$ cat config.mk
export PLATFORM = sky130hd
export DESIGN_NAME = acc_mat_cmd_loader
export DESIGN_NICKNAME = d
export VERILOG_FILES = /design/src/rtl/acc_mat_pkg.sv /design/src/rtl/acc_mat_cmd_loader.sv
export SDC_FILE = /design/constraint.sdc
export NUM_CORES = 1
export LEC_CHECK = 0
export BUFFER_PORTS_ARGS = -buffer_cell sky130_fd_sc_hd__buf_2
export CORE_MARGIN = 5
export CORE_UTILIZATION = 58
export CTS_CLUSTER_SIZE = 40
export DETAILED_ROUTE_END_ITERATION = 7
export GPL_TIMING_DRIVEN = 1
export MAX_ROUTING_LAYER = met4
export PLACE_DENSITY = 0.82
export SYNTH_ARGS = -nofsm -noshare
export SYNTH_HDL_FRONTEND = slang
export SYNTH_SLANG_ARGS = --single-unit
$ cat constraint.sdc
create_clock -name clk -period 5.75 [get_ports clk]
set_input_delay 0.575 -clock clk [delete_from_list [all_inputs] [get_ports clk]]
set_output_delay 0.575 -clock clk [all_outputs]
set_load 0.01 [all_outputs]
$ cat src/rtl/acc_mat_pkg.sv
// Shared definitions for the accumulator-matrix command loader:
// PIO command field layout, opcodes, status bit positions and FSM states.
package acc_mat_pkg;

  localparam logic [2:0] OP_NOP     = 3'd0;
  localparam logic [2:0] OP_SET_PTR = 3'd1;
  localparam logic [2:0] OP_WRITE   = 3'd2;
  localparam logic [2:0] OP_CLEAR   = 3'd3;
  localparam logic [2:0] OP_COMMIT  = 3'd4;
  localparam logic [2:0] OP_CLR_ERR = 3'd5;

  localparam int TOG_BIT = 19;
  localparam int OP_MSB  = 18;
  localparam int OP_LSB  = 16;
  localparam int PAY_W   = 16;

  localparam int ST_ERR_OP      = 2;
  localparam int ST_ERR_RANGE   = 1;
  localparam int ST_ERR_OVERRUN = 0;

  typedef enum logic {
    IDLE  = 1'b0,
    CLEAR = 1'b1
  } state_e;

endpackage

$ cat src/rtl/acc_mat_cmd_loader.sv
// Decodes toggle-flagged PIO command words into coefficient RAM writes,
// pointer updates, a full-matrix clear sequence and commit pulses.
//
// state | meaning
// IDLE  | decode one new command per cycle
// CLEAR | write zero to every coefficient address, new commands are overruns
module acc_mat_cmd_loader
  import acc_mat_pkg::*;
#(
  parameter  int ROWS = 4,
  parameter  int COLS = 4,
  localparam int AW   = (ROWS * COLS > 1) ? $clog2(ROWS * COLS) : 1
) (
  input  logic          clk,
  input  logic          reset_n,
  input  logic [19:0]   cmd_in,
  output logic          coef_we,
  output logic [AW-1:0] coef_addr,
  output logic [15:0]   coef_data,
  output logic          commit,
  output logic          busy,
  output logic [2:0]    status
);

  localparam logic [AW:0] N_COEF   = (AW + 1)'(ROWS * COLS);
  localparam logic [4:0]  ROWS_5   = 5'(ROWS);
  localparam logic [4:0]  COLS_5   = 5'(COLS);
  localparam logic [3:0]  ROW_LAST = 4'(ROWS - 1);
  localparam logic [3:0]  COL_LAST = 4'(COLS - 1);

  state_e               state_q, state_d;
  logic [19:0]          cmd_q;
  logic                 tog_q, tog_d;
  logic [3:0]           row_q, row_d;
  logic [3:0]           col_q, col_d;
  logic [AW:0]          clr_cnt_q, clr_cnt_d;
  logic                 coef_we_q, coef_we_d;
  logic [AW-1:0]        coef_addr_q, coef_addr_d;
  logic [15:0]          coef_data_q, coef_data_d;
  logic                 commit_q, commit_d;
  logic                 busy_q, busy_d;
  logic [2:0]           status_q, status_d;

  logic                 new_cmd;
  logic [2:0]           opcode;
  logic [PAY_W-1:0]     payload;
  logic [AW-1:0]        ptr_addr;
  logic                 clr_done;

  assign new_cmd  = cmd_q[TOG_BIT] ^ tog_q;
  assign opcode   = cmd_q[OP_MSB:OP_LSB];
  assign payload  = cmd_q[PAY_W-1:0];
  assign ptr_addr = AW'(32'(row_q) * 32'(COLS) + 32'(col_q));
  assign clr_done = (clr_cnt_q == N_COEF);

  always_ff @(posedge clk or negedge reset_n) begin
    if (!reset_n) begin
      state_q <= IDLE;
    end else begin
      state_q <= state_d;
    end
  end

  always_comb begin
    state_d = state_q;
    case (state_q)
      IDLE:    if (new_cmd && opcode == OP_CLEAR) state_d = CLEAR;
      CLEAR:   if (clr_done) state_d = IDLE;
      default: state_d = IDLE;
    endcase
  end

  always_comb begin
    tog_d       = new_cmd ? cmd_q[TOG_BIT] : tog_q;
    row_d       = row_q;
    col_d       = col_q;
    clr_cnt_d   = clr_cnt_q;
    coef_we_d   = 1'b0;
    coef_addr_d = coef_addr_q;
    coef_data_d = coef_data_q;
    commit_d    = 1'b0;
    busy_d      = busy_q;
    status_d    = status_q;
    case (state_q)
      IDLE: begin
        if (new_cmd) begin
          case (opcode)
            OP_NOP: ;
            OP_SET_PTR: begin
              if ({1'b0, payload[7:4]} >= ROWS_5 || {1'b0, payload[3:0]} >= COLS_5) begin
                status_d[ST_ERR_RANGE] = 1'b1;
              end else begin
                row_d = payload[7:4];
                col_d = payload[3:0];
              end
            end
            OP_WRITE: begin
              coef_we_d   = 1'b1;
              coef_addr_d = ptr_addr;
              coef_data_d = payload;
              if (col_q == COL_LAST) begin
                col_d = 4'd0;
                row_d = (row_q == ROW_LAST) ? 4'd0 : row_q + 4'd1;
              end else begin
                col_d = col_q + 4'd1;
              end
            end
            // The first clear write goes out with the same edge that raises busy.
            OP_CLEAR: begin
              coef_we_d   = 1'b1;
              coef_addr_d = '0;
              coef_data_d = '0;
              clr_cnt_d   = (AW + 1)'(1);
              busy_d      = 1'b1;
            end
            OP_COMMIT:  commit_d = 1'b1;
            OP_CLR_ERR: status_d = 3'b000;
            default:    status_d[ST_ERR_OP] = 1'b1;
          endcase
        end
      end
      CLEAR: begin
        if (new_cmd) status_d[ST_ERR_OVERRUN] = 1'b1;
        if (clr_done) begin
          busy_d = 1'b0;
          row_d  = 4'd0;
          col_d  = 4'd0;
        end else begin
          coef_we_d   = 1'b1;
          coef_addr_d = clr_cnt_q[AW-1:0];
          coef_data_d = '0;
          clr_cnt_d   = clr_cnt_q + (AW + 1)'(1);
        end
      end
      default: ;
    endcase
  end

  always_ff @(posedge clk or negedge reset_n) begin
    if (!reset_n) begin
      cmd_q       <= '0;
      tog_q       <= 1'b0;
      row_q       <= '0;
      col_q       <= '0;
      clr_cnt_q   <= '0;
      coef_we_q   <= 1'b0;
      coef_addr_q <= '0;
      coef_data_q <= '0;
      commit_q    <= 1'b0;
      busy_q      <= 1'b0;
      status_q    <= '0;
    end else begin
      cmd_q       <= cmd_in;
      tog_q       <= tog_d;
      row_q       <= row_d;
      col_q       <= col_d;
      clr_cnt_q   <= clr_cnt_d;
      coef_we_q   <= coef_we_d;
      coef_addr_q <= coef_addr_d;
      coef_data_q <= coef_data_d;
      commit_q    <= commit_d;
      busy_q      <= busy_d;
      status_q    <= status_d;
    end
  end

  assign coef_we   = coef_we_q;
  assign coef_addr = coef_addr_q;
  assign coef_data = coef_data_q;
  assign commit    = commit_q;
  assign busy      = busy_q;
  assign status    = status_q;

endmodule
# Word-level counts from Yosys, hierarchy flattened
# Index checks and enable logic that the tools add are counted.
[totals]
regBits = 61
latch_bits = 0
mem_bits_rw = 0
romBits = 0
out_inout_bits = 26
word_cells = 100
memories = 0
[op_classes]
add_sub_neg = 4
n_mul = 0
div_mod_pow = 0
magnitude_cmp = 2
n_eq_ne = 19
shifts = 0
mux = 44
bitwise_logic = 3
n_reduce_logical = 14
[ops]
columns = ["operator", "count"]
rows = [
  ["$pmux 16 s2", 2],
  ["$pmux 4 s2", 6],
  ["$mux 4", 10],
  ["$mux 16", 2],
  ["$mux 5", 3],
  ["$reduce_and 3->1", 5],
  ["$mux 1", 14],
  ["$pmux 1 s2", 6],
  ["$pmux 5 s2", 1],
  ["$add 4x1->4 const B", 2],
  ["$eq 4x2->1 const B", 2],
  ["$ge 4x3->1 const B", 2],
  ["$ne 2x2->1 const B", 4],
  ["$reduce_and 4->1", 2],
  ["$eq 3x2->1 const B", 2],
  ["$eq 3x3->1 const B", 2],
  ["$ne 2x1->1 const B", 3],
  ["$ne 3x3->1 const B", 2],
  ["$add 5x1->5 const B", 1],
  ["$eq 5x5->1 const B", 1],
  ["$reduce_and 5->1", 1],
  ["$reduce_or 5->1", 1],
  ["$add 4x4->4", 1],
  ["$eq 3x1->1 const B", 1],
  ["other kinds (9)", 10],
]

# Depth between registers and ports, before layout
[depth]
word_depth = 6
mapped_depth = 8

# Least setup slack after synthesis
# OpenSTA, ideal clock, no wires.
[synth_path]
path_kind = "reg2reg"
start = "reg cmd_q[7]"
end = "reg col_q[1]"
arrival_time_ps = 1877
required_time_ps = 5629
path_slack_ps = 3752
path_stages_with_launch = 6
n_path_buf = 0
path_cell_list = "dfrtp_1 -> or4_4 -> o31a_1 -> or2_4 -> a21o_1 -> a22o_1"
[synth_via]
elab_chain_len = 4
[synth_rtl]
columns = ["item", "line", "source"]
rows = [
  ["start: declaration", "acc_mat_cmd_loader.sv:32", "logic [19:0] cmd_q;"],
  ["start signal: assignment", "acc_mat_cmd_loader.sv:153", "cmd_q <= cmd_in;"],
  ["$ge 4x3->1", "acc_mat_cmd_loader.sv:90", "if ({1'b0, payload[7:4]} >= ROWS_5 || {1'b0, payload[3:0]} >= COLS_5) begin"],
  ["$logic_or 1x1->1", "acc_mat_cmd_loader.sv:90", ""],
  ["$ne 3x3->1 (no line)", "n/a", ""],
  ["$reduce_and 4->1 (no line)", "n/a", ""],
  ["end signal: assignment", "acc_mat_cmd_loader.sv:156", "col_q <= col_d;"],
  ["end: declaration", "acc_mat_cmd_loader.sv:35", "logic [3:0] col_q, col_d;"],
]
# Every way passes these cells.
# A chain may end at the register's enable or synchronous reset.

# Worst setup path in the final report
[layout_path]
start = "reg state_q"
end = "reg coef_addr_q[0] (netlist: coef_addr[0])"
[layout_via]
elab_chain_len = 3
elab_cells_between_ends = 6
classes_between = "eq/ne: 3; mux: 1; bitwise: 1; reduce/logical: 1"
[layout_rtl]
columns = ["item", "line", "source"]
rows = [
  ["start: declaration", "acc_mat_cmd_loader.sv:31", "state_e state_q, state_d;"],
  ["start signal: assignment", "acc_mat_cmd_loader.sv:60", "state_q <= state_d;"],
  ["$not 1->1 (no line)", "n/a", ""],
  ["$ne 3x2->1 (no line) or $ne 2x2->1 (tied branches)", "n/a", ""],
  ["$reduce_and 3->1 (no line)", "n/a", ""],
  ["end signal: assignment", "acc_mat_cmd_loader.sv:159", "coef_addr_q <= coef_addr_d;"],
  ["end: declaration", "acc_mat_cmd_loader.sv:38", "logic [AW-1:0] coef_addr_q, coef_addr_d;"],
]
# Several ways; a longest one is shown, not always the timed one.

==> metrics.md <==
| Metric | Value |
|---|---|
| Synthesized instance count | `238` |
| Headroom to the max-slew limit | `43.80%` |
| Antenna Nets Post-Route | `0` |
| Nets | `312` |
| Largest net degree at the start of global routing | `62` |
| Path type of the worst min-delay path | `in2reg` |
| Post-DP HPWL | `3392 um` |
| Switch Pwr | `0.5228 mW` |
| FP Rows | `24` |
| Maximum VDD drop | `0.2492 mV` |
| Setup_tns | `0 ns` |
| Proportion of synthesized chip area in sequential cells | `60.73%` |
| Initial drt markers | `119` |
| Outcome | `finished clean` |
| Drt wl/cell | `14.49 um` |
| Max H-tree Level | `3` |
| Die Wd | `75.83 um` |
| Crit-path leading delay family | `simple AND/OR/NAND/NOR gates` |
| Synth Cell Area | `0.002514 mm2` |
| Unique masters post-synth | `40` |
| TritonRoute pass-1 iters | `4` |
| Post-CTS Resized | `0` |
| Final RePlAce weighted congestion | `0.9195` |
| Clk slew on worst S/H paths | `0.07 ns` |
| Die ar. | `0.005750 mm2` |
| Vias in the first global route | `1795` |
| WP buf/inv | `2` |
| Critical path data arrival time | `2.38 ns` |
| Critical path origin | `state_q` |
| Max Fanout on Critical Path | `41` |
| I/O pins | `48` |
| CP Cell Sequence | `inv_1, nor2_1, a21oi_2, buf_4, nand2_1, o21ai_0` |
| Hold WS | `0.3387 ns` |
| Internal Pwr Total | `0.9423 mW` |
| Most frequent cells in the layout | `dfrtp_1, nand2_1, buf_2` |
| Largest stage delay on the critical path | `0.69 ns` |
| Area growth syn-to-layout | `18.47%` |
| EDFF count, synth | `0` |
| Reg-to-reg startpoint | `state_q` |
| Clk_lat worst skew | `0.34 ns` |
| Final Hold Viols | `0` |
| Critical path type | `reg2reg` |
| CTS Root Cell | `clkbuf_8` |
| Die Height | `75.83 um` |
| Reg2reg setup slack | `3.57 ns` |
| Post-synth top flop | `dfrtp_1` |
| CTS buffer count | `9` |
| YS warnings | `0` |
| Clock Skew | `0.009746 ns` |
| GRT Overall Usage | `20.43%` |
| Synth Register Bits | `61` |
| Final period util | `37.90%` |
| Initial antenna violation count | `0` |
| Drt total wl | `4955 um` |
| Vias per cell | `5.348` |
| Sink Count | `61` |
| RSZ-0062 raised after global routing | `no` |
| Post-CTS setup buffers | `0` |
| Worst EP required | `5.95 ns` |
| Remaining Overflow, GRT | `0` |
| Most common cell after layout, fill and taps aside | `dfrtp_1` |
| Clk pwr share | `24.8%` |
| Setup violators final | `0` |
| CTS tree | `yes` |
| Syn Area/Cell | `10.56 um2` |
| First-pass GRT wire length | `8293 um` |
| Critical Path Source Type | `register` |
| Sw Share | `35.69%` |
| Antenna cell count | `0` |
| Post-CTS Hold Buffers | `0` |
| Hold_sp | `cmd_in[3]` |
| Leak Pwr | `1.441 nW` |
| Crit. End Element | `register` |
| # DRC | `0` |
| Max-cap violation count | `0` |
| Critical path's slowest cell | `nor2_1` |
| Core box area | `0.004264 mm2` |
| Async set-reset flop share out of synthesis | `100.0%` |
| Layout cells sized above 1 | `25.52%` |
| Vias | `1829` |
| Clock Tree Buf Depth | `2` |
| Worst Tran Pin Value | `0.8399 ns` |
| IO buf count | `47` |
| Sequential share of power | `44.9%` |
| Fin crit period | `2.179 ns` |
| Slew Viols, Final | `0` |
| Max frequency | `0.4589 GHz` |
| Comb pwr share | `30.3%` |
| Syn_nets | `265` |
| Starting Density | `58.95%` |
| Power Density | `492.0 mW/mm2` |
==> stage by stage <==
step                total power, mW  instances  worst slack (ns)  util [%]  instance area [um2]
finish                        1.465        342             3.571     69.84                 2978
floorplan                    0.9367        238             3.752         -                 2514
global placement              1.091        326             3.636     65.35                 2786
global route                  1.584        342             3.305     69.84                 2978
CTS                           1.486        342             3.554     69.84                 2978
detailed placement            1.115        326             3.559     65.35                 2786
==> layer usage <==
| layer | up-vias | share of wire, % | GRT usage [%] |
|---|---|---|---|
| li1 | 904 | - | - |
| met1 | 849 | 45 | 26.15 |
| met2 | 67 | 45 | 29.56 |
| met3 | 9 | 8.7 | 7.652 |
| met4 | 0 | 1.4 | 7.767 |
| met5 | - | 0 | - |
==> area by class of cell <==
cell class,count,area (um2)
clock inverter,5,50.05
clock buffer,11,141.4
fill,330,1286
tap,52,65.06
timing repair buffer,50,257.7
inverter,5,18.77
sequential,61,1526
multi-input combinational,158,918.4
==> logic make-up after synthesis <==
group / after synthesis / share of synthesized area [%]
and+or+nand+nor: 88 / 15.98
DFF: 61 / 60.73
AOI/OAI and AO/OA: 54 / 13.94
buffers and inverters: 19 / 2.887
xor gates and xnor gates: 8 / 2.788
adders and majority gates: 5 / 2.489
muxes: 3 / 1.195
==> cell usage after synthesis, types with 2 or more instances <==
master,instances,area (um2)
dfrtp_1,61,1526
nand2_1,54,202.7
o21ai_0,28,140.1
clkbuf_1,13,48.80
nor2_1,12,45.04
ha_1,5,62.56
inv_1,5,18.77
xor2_1,5,43.79
a22oi_1,4,30.03
a31oi_1,4,25.02
nand4_1,4,25.02
a21oi_1,3,15.01
mux2i_1,3,30.03
nand3_1,3,15.01
xnor2_1,3,26.28
a21o_1,2,15.01
a22o_1,2,17.52
nand2b_1,2,12.51
nor2b_1,2,12.51
nor3_1,2,10.01
o21ai_1,2,10.01
==> state kept, by name, indices dropped and copies added, names as in the netlist <==
register and flops:
cmd_q 20, coef_data 16, clr_cnt_q 5, coef_addr 4, col_q 4, row_q 4
status 3, busy 1, coef_we 1, commit 1, state_q 1, tog_q 1
==> path summary, 6_finish.rpt <==
check / cells past startpoint / endpoint
setup / recovery: 6 / coef_addr[0]
hold / removal: 1 / cmd_q[3]
setup reg to reg: 6 / coef_addr[0]
hold reg to reg: 0 / tog_q
max in group asynchronous: 2 / clr_cnt_q[4]
min in group asynchronous: 2 / cmd_q[10]
==> power by group through the flow <==
stage / clock network [mW] / logic (mW) / registers (mW)
after detailed placement: 0 / 0.450 / 0.665
after CTS: 0.375 / 0.453 / 0.658
after global placement: 0 / 0.430 / 0.661
final: 0.363 / 0.444 / 0.657
after global routing: 0.395 / 0.512 / 0.677
after floorplan: 0 / 0.262 / 0.675
Note: power is estimated with default switching activity, not from simulation.
